[src/rtl/render_cmd_queue.sv]
// Render command queue: an Avalon-MM slave stages 48-bit draw commands
// into a circular FIFO that a render engine drains via a first-word-fall-
// through head port. When the FIFO is empty the head shows an end-of-frame
// opcode so the consumer always sees a well-formed entry.
//
// Consumer handshake: render_queue_dout is valid every cycle (head entry,
// or the end-of-frame marker when empty). A pop is taken at a posedge
// where render_queue_pop_front=1 and the queue is not empty; popping an
// empty queue does nothing.
module render_cmd_queue #(
    parameter int         DEPTH           = 16,
    parameter logic [7:0] DO_RENDER_MAGIC = 8'hFF
) (
    input  logic        clk50,
    input  logic        reset,
    input  logic        chipselect,
    input  logic        write,
    input  logic        read,
    input  logic [1:0]  address,
    input  logic [31:0] writedata,
    output logic [31:0] readdata,
    output logic [47:0] render_queue_dout,
    input  logic        render_queue_pop_front
);

    localparam int PW = $clog2(DEPTH);
    localparam int CW = PW + 1;

    logic [47:0]   mem_q [DEPTH];
    logic [PW-1:0] rd_ptr_q, rd_ptr_d;
    logic [PW-1:0] wr_ptr_q, wr_ptr_d;
    logic [CW-1:0] count_q, count_d;
    logic          overflow_q, overflow_d;
    logic [31:0]   stage_lo_q, stage_lo_d;
    logic [31:0]   readdata_q, readdata_d;

    logic        wr_en, rd_en;
    logic        empty, full;
    logic        push_req, flush, ovf_clr;
    logic        pop_ok, push_ok, push_drop;
    logic [47:0] push_entry;
    logic [8:0]  count9;
    logic [31:0] status;

    assign wr_en = chipselect & write;
    assign rd_en = chipselect & read;

    assign empty = (count_q == '0);
    assign full  = (count_q == CW'(DEPTH));

    assign push_req   = wr_en && (address == 2'd1);
    assign flush      = wr_en && (address == 2'd3) && writedata[0];
    assign ovf_clr    = wr_en && (address == 2'd3) && writedata[1];
    assign push_entry = {writedata[15:0], stage_lo_q};

    // A pop makes room in the same cycle, so a full queue still accepts a
    // push that coincides with a valid pop.
    assign pop_ok    = render_queue_pop_front && !empty;
    assign push_ok   = push_req && (!full || pop_ok);
    assign push_drop = push_req && full && !pop_ok;

    assign count9 = 9'(count_q);
    assign status = {16'b0, count9, 4'b0, overflow_q, full, empty};

    assign render_queue_dout = empty ? {DO_RENDER_MAGIC, 40'b0} : mem_q[rd_ptr_q];
    assign readdata          = readdata_q;

    // Next-state for pointers, count, overflow, staging word and read data.
    always_comb begin
        rd_ptr_d   = rd_ptr_q;
        wr_ptr_d   = wr_ptr_q;
        count_d    = count_q;
        overflow_d = overflow_q;
        stage_lo_d = stage_lo_q;
        readdata_d = readdata_q;

        if (wr_en && (address == 2'd0)) begin
            stage_lo_d = writedata;
        end

        if (flush) begin
            rd_ptr_d = '0;
            wr_ptr_d = '0;
            count_d  = '0;
        end else begin
            if (pop_ok) begin
                rd_ptr_d = rd_ptr_q + PW'(1);
            end
            if (push_ok) begin
                wr_ptr_d = wr_ptr_q + PW'(1);
            end
            case ({push_ok, pop_ok})
                2'b10:   count_d = count_q + CW'(1);
                2'b01:   count_d = count_q - CW'(1);
                default: count_d = count_q;
            endcase
        end

        if (ovf_clr) begin
            overflow_d = 1'b0;
        end else if (push_drop) begin
            overflow_d = 1'b1;
        end

        if (rd_en) begin
            case (address)
                2'd0:    readdata_d = stage_lo_q;
                2'd2:    readdata_d = status;
                default: readdata_d = 32'b0;
            endcase
        end
    end

    // Control state register with asynchronous active-high reset.
    always_ff @(posedge clk50 or posedge reset) begin
        if (reset) begin
            rd_ptr_q   <= '0;
            wr_ptr_q   <= '0;
            count_q    <= '0;
            overflow_q <= 1'b0;
            stage_lo_q <= '0;
            readdata_q <= '0;
        end else begin
            rd_ptr_q   <= rd_ptr_d;
            wr_ptr_q   <= wr_ptr_d;
            count_q    <= count_d;
            overflow_q <= overflow_d;
            stage_lo_q <= stage_lo_d;
            readdata_q <= readdata_d;
        end
    end

    // Entry storage; contents are qualified by count so no reset is needed.
    always_ff @(posedge clk50) begin
        if (push_ok && !flush) begin
            mem_q[wr_ptr_q] <= push_entry;
        end
    end

endmodule

[config.mk]
export PLATFORM = sky130hd
export DESIGN_NAME = render_cmd_queue
export DESIGN_NICKNAME = d
export VERILOG_FILES = /design/src/rtl/render_cmd_queue.sv
export SDC_FILE = /design/constraint.sdc
export NUM_CORES = 1
export LEC_CHECK = 0
export BUFFER_PORTS_ARGS = -buffer_cell sky130_fd_sc_hd__buf_4
export CORE_ASPECT_RATIO = 0.8
export CORE_MARGIN = 3
export CORE_UTILIZATION = 35
export DETAILED_ROUTE_END_ITERATION = 12
export GPL_TIMING_DRIVEN = 1
export SYNTH_ARGS = -nofsm -noshare
export SYNTH_HDL_FRONTEND = slang
export SYNTH_SLANG_ARGS = --single-unit
export TNS_END_PERCENT = 10
[constraint.sdc]
create_clock -name clk50 -period 7.3 [get_ports clk50]
set_clock_uncertainty 0.05 [all_clocks]
set_input_delay 0.365 -clock clk50 [delete_from_list [all_inputs] [get_ports clk50]]
set_output_delay 0.365 -clock clk50 [all_outputs]
set_load 0.02 [all_outputs]
==> flow_summary.json <==
{
  "synth.top_cell.area_share": 0.711,
  "overflow": 0,
  "max_slew_margin": 0.248,
  "fin_setup_tns_ns": 0,
  "hold_slack_ns": 0.0240,
  "critical_path.max_stage_delay_ns": 1.05,
  "clock_path_buffers": 3,
  "fin_crit_ns": 4.56,
  "gr-usage-all-layers": 0.162,
  "htreeDepth": 3,
  "crit_required_ns": 6.88,
  "die_width_um": 346,
  "status": "finished clean",
  "critPathBufInv": 2,
  "postRouteAntennaNets": 0,
  "arrival_ns": 4.14,
  "grt_start_max_net_pins": 113,
  "grt_pass1_wl_um": 114000,
  "initial_core_util": 0.354,
  "syn_to_final_growth_pct": 17.3,
  "synth_edf_count": 768,
  "routed_via_density": 5.31,
  "wire_per_inst_um": 27.2,
  "yosys.area.top_type": "edfxtp_1",
  "cp_cell_sequence": "buf_4 -> mux4_2 -> mux4_2 -> nor2b_1 -> buf_4",
  "cp_max_fo": 47,
  "drc_errors": 0,
  "grt_antenna_before_repair": 5,
  "drv_cap": 0,
  "port_buffers": 119,
  "p_per_area_nw_per_um2": 376,
  "clk_pin_slew_ns": 0.06,
  "ys_ff_latch": 846,
  "yosysSeqAreaShare": 0.771,
  "globalplace.congestion": 0.758,
  "yosysWarnings": 0,
  "cp-end-kind": "output pin",
  "ir_drop_v": 0.000393,
  "path_class": "flop to output pin",
  "worstSetupStartpointType": "flop",
  "synth_fp_nets": 1440,
  "clock.fmax_mhz": 219,
  "die_h_um": 278,
  "cts_setup_buffers": 0,
  "dieArea_um2": 96400,
  "vias": 15200,
  "cp_slowest_cell": "dfrtp_4",
  "critPathTopFamily": "multiplexers",
  "synthArstFlopShare": 0.0922,
  "syn_area_per_cell_um2": 23.3,
  "synth_cells": 1393,
  "io_pins": 120,
  "cts_made_buffers": 86,
  "dr.first_iter.drc_count": 1622,
  "cts-resized-gates": 0,
  "r2r-start": "count_q[1]$_DFFE_PP0P_",
  "drt-pass1-iter-count": 6,
  "hold_class": "input port to flop",
  "synth-main-ff-cell": "edfxtp_1",
  "antenna_cells": 0,
  "setup_viol": 0,
  "fin_crit_sh": 0.624,
  "max_slew.worst_pin.slew_ns": 1.13,
  "p_leak_nw": 12.4,
  "final_nets": 1629,
  "slew_viol_final": 0,
  "clk_latency_ns": 0.64,
  "hold_viol": 0,
  "wirelength_um": 78100,
  "post-dp-hpwl_um": 40800,
  "cts_tree": "done",
  "core-area_um2": 91500,
  "grt_pass1_vias": 16000,
  "cts_sinks": 846,
  "cts-root-buf": "clkbuf_16",
  "startpoint": "rd_ptr_q[0]$_DFFE_PP0P_",
  "netlist_area_um2": 32400,
  "num_rows": 99,
  "synth.distinct_cells": 41,
  "drive_gt1_frac": 0.353,
  "synthTopCellsByArea": "edfxtp_1 71%, mux4_2 17%, dfrtp_1 6.0%",
  "rsz0062_at_grt": "no",
  "hp-start": "writedata[0]"
}
-- path summary, 6_finish.rpt --
kind	endpoint	slack, ns	cells past startpoint
max	render_queue_dout[0]	2.74	5
min	mem_q[1][32]$_DFFE_PP_	0.02	1
max reg2reg	mem_q[7][43]$_DFFE_PP_	3.63	6
min reg2reg	readdata[9]$_DFFE_PP0P_	0.46	2
max in group asynchronous	rd_ptr_q[1]$_DFFE_PP0P_	5.74	4
min in group asynchronous	stage_lo_q[30]$_DFFE_PP0P_	0.27	3
-- flip-flops by register name, summed over array words and instances, names as in the netlist --
signal / flops
mem_q: 768
readdata: 32
stage_lo_q: 32
count_q: 5
rd_ptr_q: 4
wr_ptr_q: 4
overflow_q: 1
-- where the power goes --
part | switching (mW) | internal, mW | total [mW]
Combinational | 1.78 | 1.94 | 3.71
Sequential | 0.494 | 5.58 | 6.07
Clock | 1.84 | 2.68 | 4.52
-- worst register-to-register path: stages (launching register included) --
cell and delay [ns]:
dfrtp_1 0.56, nor4_1 0.17, a31oi_1 0.65, nand2_1 0.14, nor2_1 0.23, and2_2 0.74
buf_4 0.72
-- cell usage in the layout, fill, tap and decap left out, types with 4 or more instances in the layout --
master	instances
edfxtp_1	768
mux4_2	240
buf_4	146
clkbuf_16	88
dfrtp_1	74
nor2b_1	41
mux2_2	32
dlygate4sd3_1	30
a22o_1	25
nand2_1	19
clkbuf_1	17
o21ai_0	15
clkinv_2	15
clkinv_1	11
clkbuf_8	10
bufinv_16	10
mux2i_1	9
or2_1	8
nor2_1	8
and2_2	7
a21oi_1	7
ha_1	7
inv_1	4
and3_2	4
and4_4	4
or3_1	4
xor2_1	4
-- through the flow --
stage	area (um2)	setup slack (ns)	utilization	cells	total power [mW]
after global placement	34800	3.31	0.380	2676	9.95
after global routing	38100	2.40	0.416	2867	14.9
after floorplan	32400	4.34	-	1393	8.59
final	38100	2.74	0.416	2867	14.3
after CTS	38100	2.59	0.416	2867	14.5
after detailed placement	34800	3.29	0.380	2676	9.99
-- cell type report --
cell class | instances | area (um2)
Timing Repair Buffer | 178 | 1440
Sequential cell | 846 | 25000
Inverter | 5 | 21.3
Clock buffer | 115 | 2400
Tap cell | 1212 | 1520
Multi-Input combinational cell | 465 | 7120
Clock inverter | 46 | 534
Fill cell | 7804 | 53500
-- kinds of logic (layout without fill, tap and decap cells) --
group / Yosys count / in the layout / synth area share
AO/OA/AOI/OAI: 59 / 59 / 0.0133
flip-flops: 846 / 846 / 0.771
adder cells (fa/ha/maj): 7 / 7 / 0.00270
XOR/XNOR: 7 / 7 / 0.00189
multiplexers: 281 / 281 / 0.180
AND/OR/NAND/NOR: 111 / 111 / 0.0197
buffers and inverters: 82 / 344 / 0.0111
-- routing by layer --
layer	part of all wire	wire length [um]	vias up	GRT usage
li1	-	-	6275	-
met1	0.44	34400	8242	0.236
met2	0.47	36500	586	0.252
met3	0.070	5500	119	0.0339
met4	0.022	1690	2	0.0374
met5	0.00017	13	-	0
-- synthesized netlist by cell type (all sizes together) (2+ instances only) --
master / instances
and4: 4
clkbuf: 44
mux2i: 9
nor2b: 41
o21ai: 17
xnor2: 3
xor2: 4
nor3: 3
a22o: 25
a21oi: 7
buf: 33
and2: 8
dfrtp: 78
a31o: 2
inv: 5
nand3: 3
nor2: 9
and3: 6
nand2: 20
or2: 9
a31oi: 2
mux4: 240
edfxtp: 768
or3: 4
mux2: 32
ha: 7
-- timing repair --
action | 4_1_cts | 5_1_grt
endpoints found under the hold margin | 253 | 0
hold buffers | 30 | 0
setup endpoints to repair | 0 | 0
No activity file was read; power rests on OpenSTA's default activity.
